[src/rtl/dmem_lsu.sv]
// Byte-addressed data memory with a load/store front end (B/H/W, sign/zero extend, error checks).
// Latency: rsp_valid rises LATENCY+1 cycles after the accept cycle; one request in flight at a time.
// Backpressure: req_ready only in IDLE; the response is held until rsp_ready. DMEM_CLEAR_EN adds a zeroing sweep after reset.
module dmem_lsu #(
    parameter int DEPTH_WORDS = 64,
    parameter int ADDR_W      = 32,
    parameter int LATENCY     = 1
) (
    input  logic              clk,
    input  logic              reset,
    input  logic              req_valid,
    output logic              req_ready,
    input  logic              req_write,
    input  logic [2:0]        req_funct3,
    input  logic [ADDR_W-1:0] req_addr,
    input  logic [31:0]       req_wdata,
    output logic              rsp_valid,
    input  logic              rsp_ready,
    output logic [31:0]       rsp_rdata,
    output logic              rsp_err,
    output logic              busy
);

    localparam int IDX_W = $clog2(DEPTH_WORDS);
    localparam logic [1:0] S_IDLE  = 2'd0;
    localparam logic [1:0] S_WAIT  = 2'd1;
    localparam logic [1:0] S_RESP  = 2'd2;
    localparam logic [1:0] S_CLEAR = 2'd3;
    localparam logic       LAT_ZERO = (LATENCY == 0);
    localparam logic [3:0] LAT_M1   = LAT_ZERO ? 4'd0 : 4'(LATENCY - 1);
`ifdef DMEM_CLEAR_EN
    localparam logic [1:0] S_RST = S_CLEAR;
`else
    localparam logic [1:0] S_RST = S_IDLE;
`endif

    logic [1:0]        state;
    logic [3:0]        cnt;
    logic              lat_write;
    logic [2:0]        lat_funct3;
    logic [ADDR_W-1:0] lat_addr;
    logic [31:0]       lat_wdata;
    logic [31:0]       mem [DEPTH_WORDS];
`ifdef DMEM_CLEAR_EN
    logic [IDX_W-1:0]  clr_idx;
`endif

    logic              accept;
    logic              commit;
    logic              acc_write;
    logic [2:0]        acc_funct3;
    logic [ADDR_W-1:0] acc_addr;
    logic [31:0]       acc_wdata;
    logic [1:0]        lane;
    logic [IDX_W-1:0]  idx;
    logic              err;
    logic [3:0]        be;
    logic [31:0]       wdat;
    logic [31:0]       rd_word;
    logic [15:0]       sh;
    logic [31:0]       ext;
    logic              we;

    assign req_ready = (state == S_IDLE);
    assign busy      = (state != S_IDLE);
    assign accept    = req_valid && (state == S_IDLE);
    assign commit    = ((state == S_WAIT) && (cnt == 4'd0)) || (accept && LAT_ZERO);

    // With zero wait states the access commits on the accept edge, so decode straight from the inputs.
    assign acc_write  = (state == S_IDLE) ? req_write  : lat_write;
    assign acc_funct3 = (state == S_IDLE) ? req_funct3 : lat_funct3;
    assign acc_addr   = (state == S_IDLE) ? req_addr   : lat_addr;
    assign acc_wdata  = (state == S_IDLE) ? req_wdata  : lat_wdata;
    assign lane       = acc_addr[1:0];
    assign idx        = acc_addr[IDX_W+1:2];

    always_comb begin
        err  = 1'b0;
        be   = 4'b0000;
        wdat = acc_wdata;
        case (acc_funct3)
            3'b000: begin
                be   = 4'b0001 << lane;
                wdat = {4{acc_wdata[7:0]}};
            end
            3'b001: begin
                be   = 4'b0011 << lane;
                wdat = {2{acc_wdata[15:0]}};
                err  = lane[0];
            end
            3'b010: begin
                be  = 4'b1111;
                err = (lane != 2'b00);
            end
            3'b100:  err = acc_write;
            3'b101:  err = acc_write | lane[0];
            default: err = 1'b1;
        endcase
        if ((acc_addr >> (IDX_W + 2)) != '0) begin
            err = 1'b1;
        end
    end

    assign rd_word = mem[idx];
    assign sh      = 16'(rd_word >> {lane, 3'b000});

    always_comb begin
        case (acc_funct3)
            3'b000:  ext = {{24{sh[7]}}, sh[7:0]};
            3'b001:  ext = {{16{sh[15]}}, sh[15:0]};
            3'b100:  ext = {24'd0, sh[7:0]};
            3'b101:  ext = {16'd0, sh[15:0]};
            default: ext = rd_word;
        endcase
    end

    assign we = commit && acc_write && !err;

    always_ff @(posedge clk) begin
        if (we) begin
            for (int b = 0; b < 4; b++) begin
                if (be[b]) begin
                    mem[idx][8*b +: 8] <= wdat[8*b +: 8];
                end
            end
        end
`ifdef DMEM_CLEAR_EN
        else if (state == S_CLEAR) begin
            mem[clr_idx] <= '0;
        end
`endif
    end

    always_ff @(posedge clk or negedge reset) begin
        if (!reset) begin
            state      <= S_RST;
            cnt        <= 4'd0;
            lat_write  <= 1'b0;
            lat_funct3 <= 3'd0;
            lat_addr   <= '0;
            lat_wdata  <= '0;
            rsp_valid  <= 1'b0;
            rsp_rdata  <= '0;
            rsp_err    <= 1'b0;
`ifdef DMEM_CLEAR_EN
            clr_idx    <= '0;
`endif
        end else begin
            if (commit) begin
                rsp_valid <= 1'b1;
                rsp_err   <= err;
                rsp_rdata <= (err || acc_write) ? 32'd0 : ext;
            end
            case (state)
                S_IDLE: begin
                    if (req_valid) begin
                        lat_write  <= req_write;
                        lat_funct3 <= req_funct3;
                        lat_addr   <= req_addr;
                        lat_wdata  <= req_wdata;
                        if (LAT_ZERO) begin
                            state <= S_RESP;
                        end else begin
                            state <= S_WAIT;
                            cnt   <= LAT_M1;
                        end
                    end
                end
                S_WAIT: begin
                    if (cnt == 4'd0) begin
                        state <= S_RESP;
                    end else begin
                        cnt <= cnt - 4'd1;
                    end
                end
                S_RESP: begin
                    if (rsp_ready) begin
                        state     <= S_IDLE;
                        rsp_valid <= 1'b0;
                    end
                end
                default: begin
`ifdef DMEM_CLEAR_EN
                    clr_idx <= clr_idx + 1'b1;
                    if (clr_idx == IDX_W'(DEPTH_WORDS - 1)) begin
                        state <= S_IDLE;
                    end
`else
                    state <= S_IDLE;
`endif
                end
            endcase
        end
    end

endmodule

[config.mk]
export PLATFORM = sky130hd
export DESIGN_NAME = dmem_lsu
export DESIGN_NICKNAME = d
export VERILOG_FILES = /design/src/rtl/dmem_lsu.sv
export SDC_FILE = /design/constraint.sdc
export NUM_CORES = 2
export LEC_CHECK = 0
export CORE_MARGIN = 2
export CORE_UTILIZATION = 50
export DETAILED_ROUTE_END_ITERATION = 7
export PLACE_DENSITY = 0.65
export SLEW_MARGIN = 20
export SYNTH_ARGS = -nofsm -noshare
export SYNTH_HDL_FRONTEND = slang
export SYNTH_SLANG_ARGS = --single-unit
[constraint.sdc]
create_clock -name clk -period 6.4 [get_ports clk]
set_input_delay 1.28 -clock clk [delete_from_list [all_inputs] [get_ports clk]]
set_output_delay 1.28 -clock clk [all_outputs]
set_load 0.05 [all_outputs]
# [Yosys cells after proc, flatten, opt, wreduce, memory -nomap -nowiden]
# Memory sizes are Yosys's and may differ from the RTL's.
# Index checks and enable logic that the tools add are counted.
[totals] regBits=108 latch_bits=0 mem_bits_rw=2048 mem_bits_ro=0 out_inout_bits=36 wordCells=72 mem_count=1
[classes] add_sub_neg=1 mul=0 div=0 n_lt_le_gt_ge=0 eq_ne=10 n_shift=3 muxes=32 n_bitwise=1 n_reduce_logical=15
[memory_table] memory="mem" depth=64 width=32 rd=1 rd_clocked_by_memory_dff=0 wr=1 line="43" source="logic [31:0] mem [DEPTH_WORDS];"
[op_table] op="$pmux W32 S4" count=1
[op_table] op="$mux W32" count=3
[op_table] op="$pmux W32 S2" count=1
[op_table] op="$reduce_bool A32 Y1" count=1
[op_table] op="$shr A32 B5 Y16" count=1
[op_table] op="$mux W1" count=17
[op_table] op="$pmux W4 S3" count=1
[op_table] op="$mux W4" count=2
[op_table] op="$pmux W4 S2" count=1
[op_table] op="$eq A3 B3 Y1 const B" count=2
[op_table] op="$mux W2" count=3
[op_table] op="$ne A2 B2 Y1 const B" count=3
[op_table] op="$pmux W2 S3" count=1
[op_table] op="$reduce_and A3 Y1" count=2
[op_table] op="$reduce_bool A2 Y1" count=3
[op_table] op="$pmux W1 S5" count=1
[op_table] op="$logic_not A4 Y1" count=1
[op_table] op="$shl A1 B2 Y4 const A" count=1
[op_table] op="$shl A2 B2 Y4 const A" count=1
[op_table] op="$sub A4 B1 Y4 const B" count=1
[op_table] op="$eq A3 B1 Y1 const B" count=1
[op_table] op="$eq A3 B2 Y1 const B" count=1
[op_table] op="$logic_and A1 B1 Y1" count=3
[op_table] op="$logic_not A3 Y1" count=1
[op_table] op="9 further kinds" count=9

# [Depth between registers and ports, before layout]
[depth] depth_word=9 depth_mapped=17 mapped_depth_nobuf=12

# [Worst setup path before layout]
# Ideal clock, no wire load.
[synth_path] path_kind="reg2reg" startpoint="register state[1]" endpoint="memory mem[0][22] (data pin)" setup_time_ps=588 arrival_time_ps=4970 t_required_ps=5812 path_slack_ps=842 path_stages_with_launch=12 period_less_slack_ps=5558 cell_sequence="dfrtp_1 -> or2_1 -> buf_6 -> inv_2 -> buf_4 -> buf_2 -> buf_1 -> clkbuf_1 -> mux2i_1 -> inv_1 -> nor2_1 -> a31oi_1"
[synth_lines] element="start, declared" line="37" source="logic [1:0] state;"
[synth_lines] element="start signal, assigned" line="136" source="state <= S_RST;"
[synth_lines] element="start signal, assigned" line="162" source="state <= S_RESP;"
[synth_lines] element="start signal, assigned" line="164" source="state <= S_WAIT;"
[synth_lines] element="$logic_not A2 Y1" line="73" source="assign acc_wdata = (state == S_IDLE) ? req_wdata : lat_wdata;"
[synth_lines] element="$mux W32" line="73"
[synth_lines] element="net acc_wdata[6]" line="53" source="logic [31:0] acc_wdata;"
[synth_lines] element="$pmux W32 S2" line="81" source="case (acc_funct3)"
[synth_lines] element="net wdat[22]" line="58" source="logic [31:0] wdat;"
[synth_lines] element="end, declared" line="43"
# The timed path passes the listed nets, and every way through them passes these cells.

# [Worst setup path in the final report]
[layout_path] startpoint="input req_addr[4]" endpoint="register rsp_rdata[8]"
[layout_via] elab_chain_cells=5
[layout_lines] element="start, declared" line="15" source="input logic [ADDR_W-1:0] req_addr,"
[layout_lines] element="$mux W32 (*)" line="72" source="assign acc_addr = (state == S_IDLE) ? req_addr : lat_addr;"
[layout_lines] element="$mem_v2 Z64 W32 (*)"
[layout_lines] element="$shr A32 B5 Y16" line="105" source="assign sh = 16'(rd_word >> {lane, 3'b000});"
[layout_lines] element="$pmux W32 S4 (*)" line="108" source="case (acc_funct3)"
[layout_lines] element="$mux W32 (*)" line="152" source="rsp_rdata <= (err || acc_write) ? 32'd0 : ext;"
[layout_lines] element="end signal, assigned" line="152"
[layout_lines] element="end, declared" line="19" source="output logic [31:0] rsp_rdata,"
# Every way passes the cells marked *; elsewhere a longest branch is shown, timed or not.
# A chain may end at the register's enable or synchronous reset.

==> results by group <==
Status
  – Status: finished, final reports clean

Die
  – Die Y: between 400 and 500 um
  – I/O Pins: between 100 and 150
  – Rows: 150
  – Die area: between 150,000 and 200,000 um^2
  – Initial Util: 0.502
  – Floorplan Core Area: around 170,000 um^2
  – Chip Width: around 410 um

STA
  – Hold slack: around 480 ps
  – Period minus WS final: about 5800 ps
  – Slew margin rel.: 0.165
  – Clock skew: 53.3 ps
  – Final period util: 0.911
  – Worst slew pin tran: about 1200 ps
  – Slew Limit Fails: 0
  – RSZ-0062 raised after global routing: no
  – Fin. Hold Viols: 0
  – Setup violations, final: 0
  – Peak Freq: roughly 0.17 GHz
  – Final setup TNS: 0 ps
  – Final worst-path setup slack: about 570 ps

Critical path
  – CP arrival: about 6600 ps
  – Cell family with most CP delay: compound AO/OA/AOI/OAI gates
  – Worst R2R Start: state[1]
  – CP Buf/Inv Count: 2
  – Startpoint Class: input port
  – CP max-delay cell: o41ai_1
  – FF-to-FF setup slack: between 800 and 900 ps
  – Critical Path RT: ~7200 ps
  – Critical Path Max Stage Delay: 1090 ps
  – Kind of critical path: input port to flop
  – Crit Path Max Fanout: 17
  – Worst R2R Path Depth: 12
  – Crit path cell chain: clkdlybuf4s50_1, or4_1, o31a_2, buf_4, a211oi_1, o41ai_1, o221ai_1, nor2_1, and3_1, a221oi_1, a211o_1, nand3_1
  – Crit end category: flop
  – Critical R2R Capture: rsp_rdata[8]

Finish
  – Layout cells sized above 1: 0.142
  – Post-route cell area: a little under 100,000 um^2
  – Most frequent cells in the layout: 2,048 x edfxtp_1, 698 x nand2_1, 581 x o22ai_1
  – Area grow syn2layout: 15.7%
  – Most common cell after layout, fill and taps aside: edfxtp_1
  – NumNets Final: approximately 6,000

Power and ir drop
  – Cell-internal power: between 30,000 and 40,000 uW
  – Pwr/cell area: around 550 nW/um^2
  – Leak: around 0.032 uW
  – Seq pwr share: 0.371
  – Worst ir drop on vdd: roughly 470 uV
  – NetSw: 22,000 uW
  – Switching share of power: 0.412
  – Clock Power Share: 0.223
  – Combinational power share: 0.406

Global routing
  – First-pass GRT wire length: between 300,000 and 400,000 um
  – Gr ovfl total: 0
  – Number of global-route vias before repair: 53,400
  – Largest net degree at the start of global routing: between 70 and 80
  – Total GRT Usage: 0.321
  – Initial antenna violation count: 13

Routing
  – DR iter-0 viols: roughly 9,200
  – WL/cell: about 33 um
  – Final WL: ~280,000 um
  – Final ANT Viol Nets: 0
  – Iteration count of the initial detailed-routing pass: 6
  – Vias/cell: about 6.7
  – DR vias: about 56,000
  – DRC: 0

Placement
  – Placed cell areas: 90,100 um^2
  – Port bufs: between 100 and 150
  – Dpl ws: slightly above 30 ps
  – Post-detail-place hpwl: 173,000 um
  – RePlAce Congestion: 0.931

Synthesis
  – Fraction of synthesized area in multiplexers: 0.0123
  – Largest family of logic cells by synthesized area: compound AO/OA/AOI/OAI gates
  – Synth Flop Type: edfxtp_1
  – Yosys warns: 0
  – Post-Synth XOR/XNOR Area: 0.000210
  – Leading area contributor after synthesis: edfxtp_1
  – Simple-gate share of the synthesized area: 0.0839
  – Synth Area in Compound Gates: 0.110
  – Area contributors post-synth: edfxtp_1 74%, o22ai_1 4.4%, dfrtp_1 3.2%
  – Adder-Cell Fraction of Synth Area: 0.000300
  – Mapped Cells: around 5,600
  – Register area share after synthesis: 0.769
  – Post-synth EDFFs: about 2,000
  – Post-synth top area share: 0.736
  – Syn Nets: 5,703
  – Synthesized area per cell: ~15 um^2
  – FF+latch count, synth: between 2,000 and 2,500
  – Mapped Area: 83,500 um^2
  – Async SR Flop Fraction: 0.0501
  – Cell variety after synth: 83

Clock network
  – CTS tree: yes
  – Hold Buf Count CTS: 0
  – Clk sinks: around 2,200
  – Clock Tree Buf Depth: 3
  – Clock latency on the worst-skew pair: around 880 ps
  – Clock-pin slew on the worst setup and hold paths: approximately 60 ps
  – CTS buffer count: 206
  – Setup Fix Bufs, Post-CTS: 0
  – Root Driver: clkbuf_16
  – CTS resizes: 0
  – Htree depth: 4

Job
  – MaxCap Viol Count: 0

Min path
  – Worst hold start: lat_wdata[1]
  – Hold Path End: lat_wdata[1]
  – Hold path cells: 2
  – Min-delay worst type: flop to flop
-- final cells by class --
cell class | count | area (um^2)
Tap cell | 2204 | 2760
Clock inverter | 126 | 1170
Clock buffer | 250 | 5340
Inverter | 24 | 96.3
Multi-Input combinational cell | 3024 | 17900
Antenna cell | 4 | 10.0
Fill cell | 12600 | 69800
Timing Repair Buffer | 589 | 5170
Sequential cell | 2156 | 64200
-- metal layers --
layer	global-route usage	vias to the layer above	share of wire
met2	0.480	4171	0.45
met1	0.438	28300	0.37
met5	0	-	0.00044
li1	-	23100	-
met4	0.150	14	0.052
met3	0.0872	743	0.14
-- synth_stat cells, types with 86 or more instances --
| library cell | n |
|---|---|
| edfxtp_1 | 2048 |
| nand2_1 | 706 |
| o22ai_1 | 582 |
| nor3_1 | 317 |
| nor2_1 | 234 |
| buf_2 | 175 |
| clkbuf_1 | 158 |
| nand3_1 | 141 |
| o21ai_0 | 137 |
| o221ai_1 | 118 |
| dfrtp_1 | 108 |
| a21oi_1 | 104 |
| mux2i_1 | 86 |
-- worst max path at each step --
| stage | depth (start not counted) | end | startpoint |
|---|---|---|---|
| 3_5_place_dp | 12 | rsp_rdata[8] | req_addr[4] |
| 3_3_place_gp | 12 | rsp_rdata[8] | req_addr[4] |
| 5_1_grt | 12 | rsp_rdata[8] | req_addr[4] |
| 6_report | 12 | rsp_rdata[8] | req_addr[4] |
| 2_1_floorplan | 11 | mem[0][22] | state[1] |
| 4_1_cts | 12 | rsp_rdata[8] | req_addr[4] |
-- stage by stage --
stage,utilization,instances,total power [uW]
2_1_floorplan,-,5629,30800
4_1_cts,0.580,8372,52700
3_5_place_dp,0.541,7996,41000
5_1_grt,0.580,8374,54500
3_3_place_gp,0.541,7996,40700
6_report,0.581,8377,53400
-- cells by family after synthesis --
family / Yosys count
flip-flops: 2156
XOR/XNOR: 2
adder cells (fa/ha/maj): 2
multiplexers: 100
buffers and inverters: 449
AND/OR/NAND/NOR: 1574
AO/OA/AOI/OAI: 1346
-- worst reg2reg max path, cell delays in order (launching register included) --
cell and delay [ps]:
dfrtp_1 380, or2_2 310, inv_2 560, o31a_2 680, buf_4 390, a211oi_1 110, o41ai_1 1090, o221ai_1 460
nor2_1 380, and3_1 510, a221oi_1 200, a211o_1 300, nand3_1 80
-- flip-flops by register name (all words and copies together), names as in the netlist, 2 cells and up --
signal	count
cnt	4
lat_addr	32
lat_funct3	3
lat_wdata	32
mem	2048
rsp_rdata	32
state	2
-- power groups by stage --
stage          Combinational [uW]  Clock [uW]  Sequential, uW
3_5_place_dp                20900           0           20100
2_1_floorplan               10400           0           20400
6_report                    21700       11900           19800
4_1_cts                     20900       11900           19800
5_1_grt                     22200       12500           19900
3_3_place_gp                20600           0           20100
Note: power is estimated with default switching activity, not from simulation.
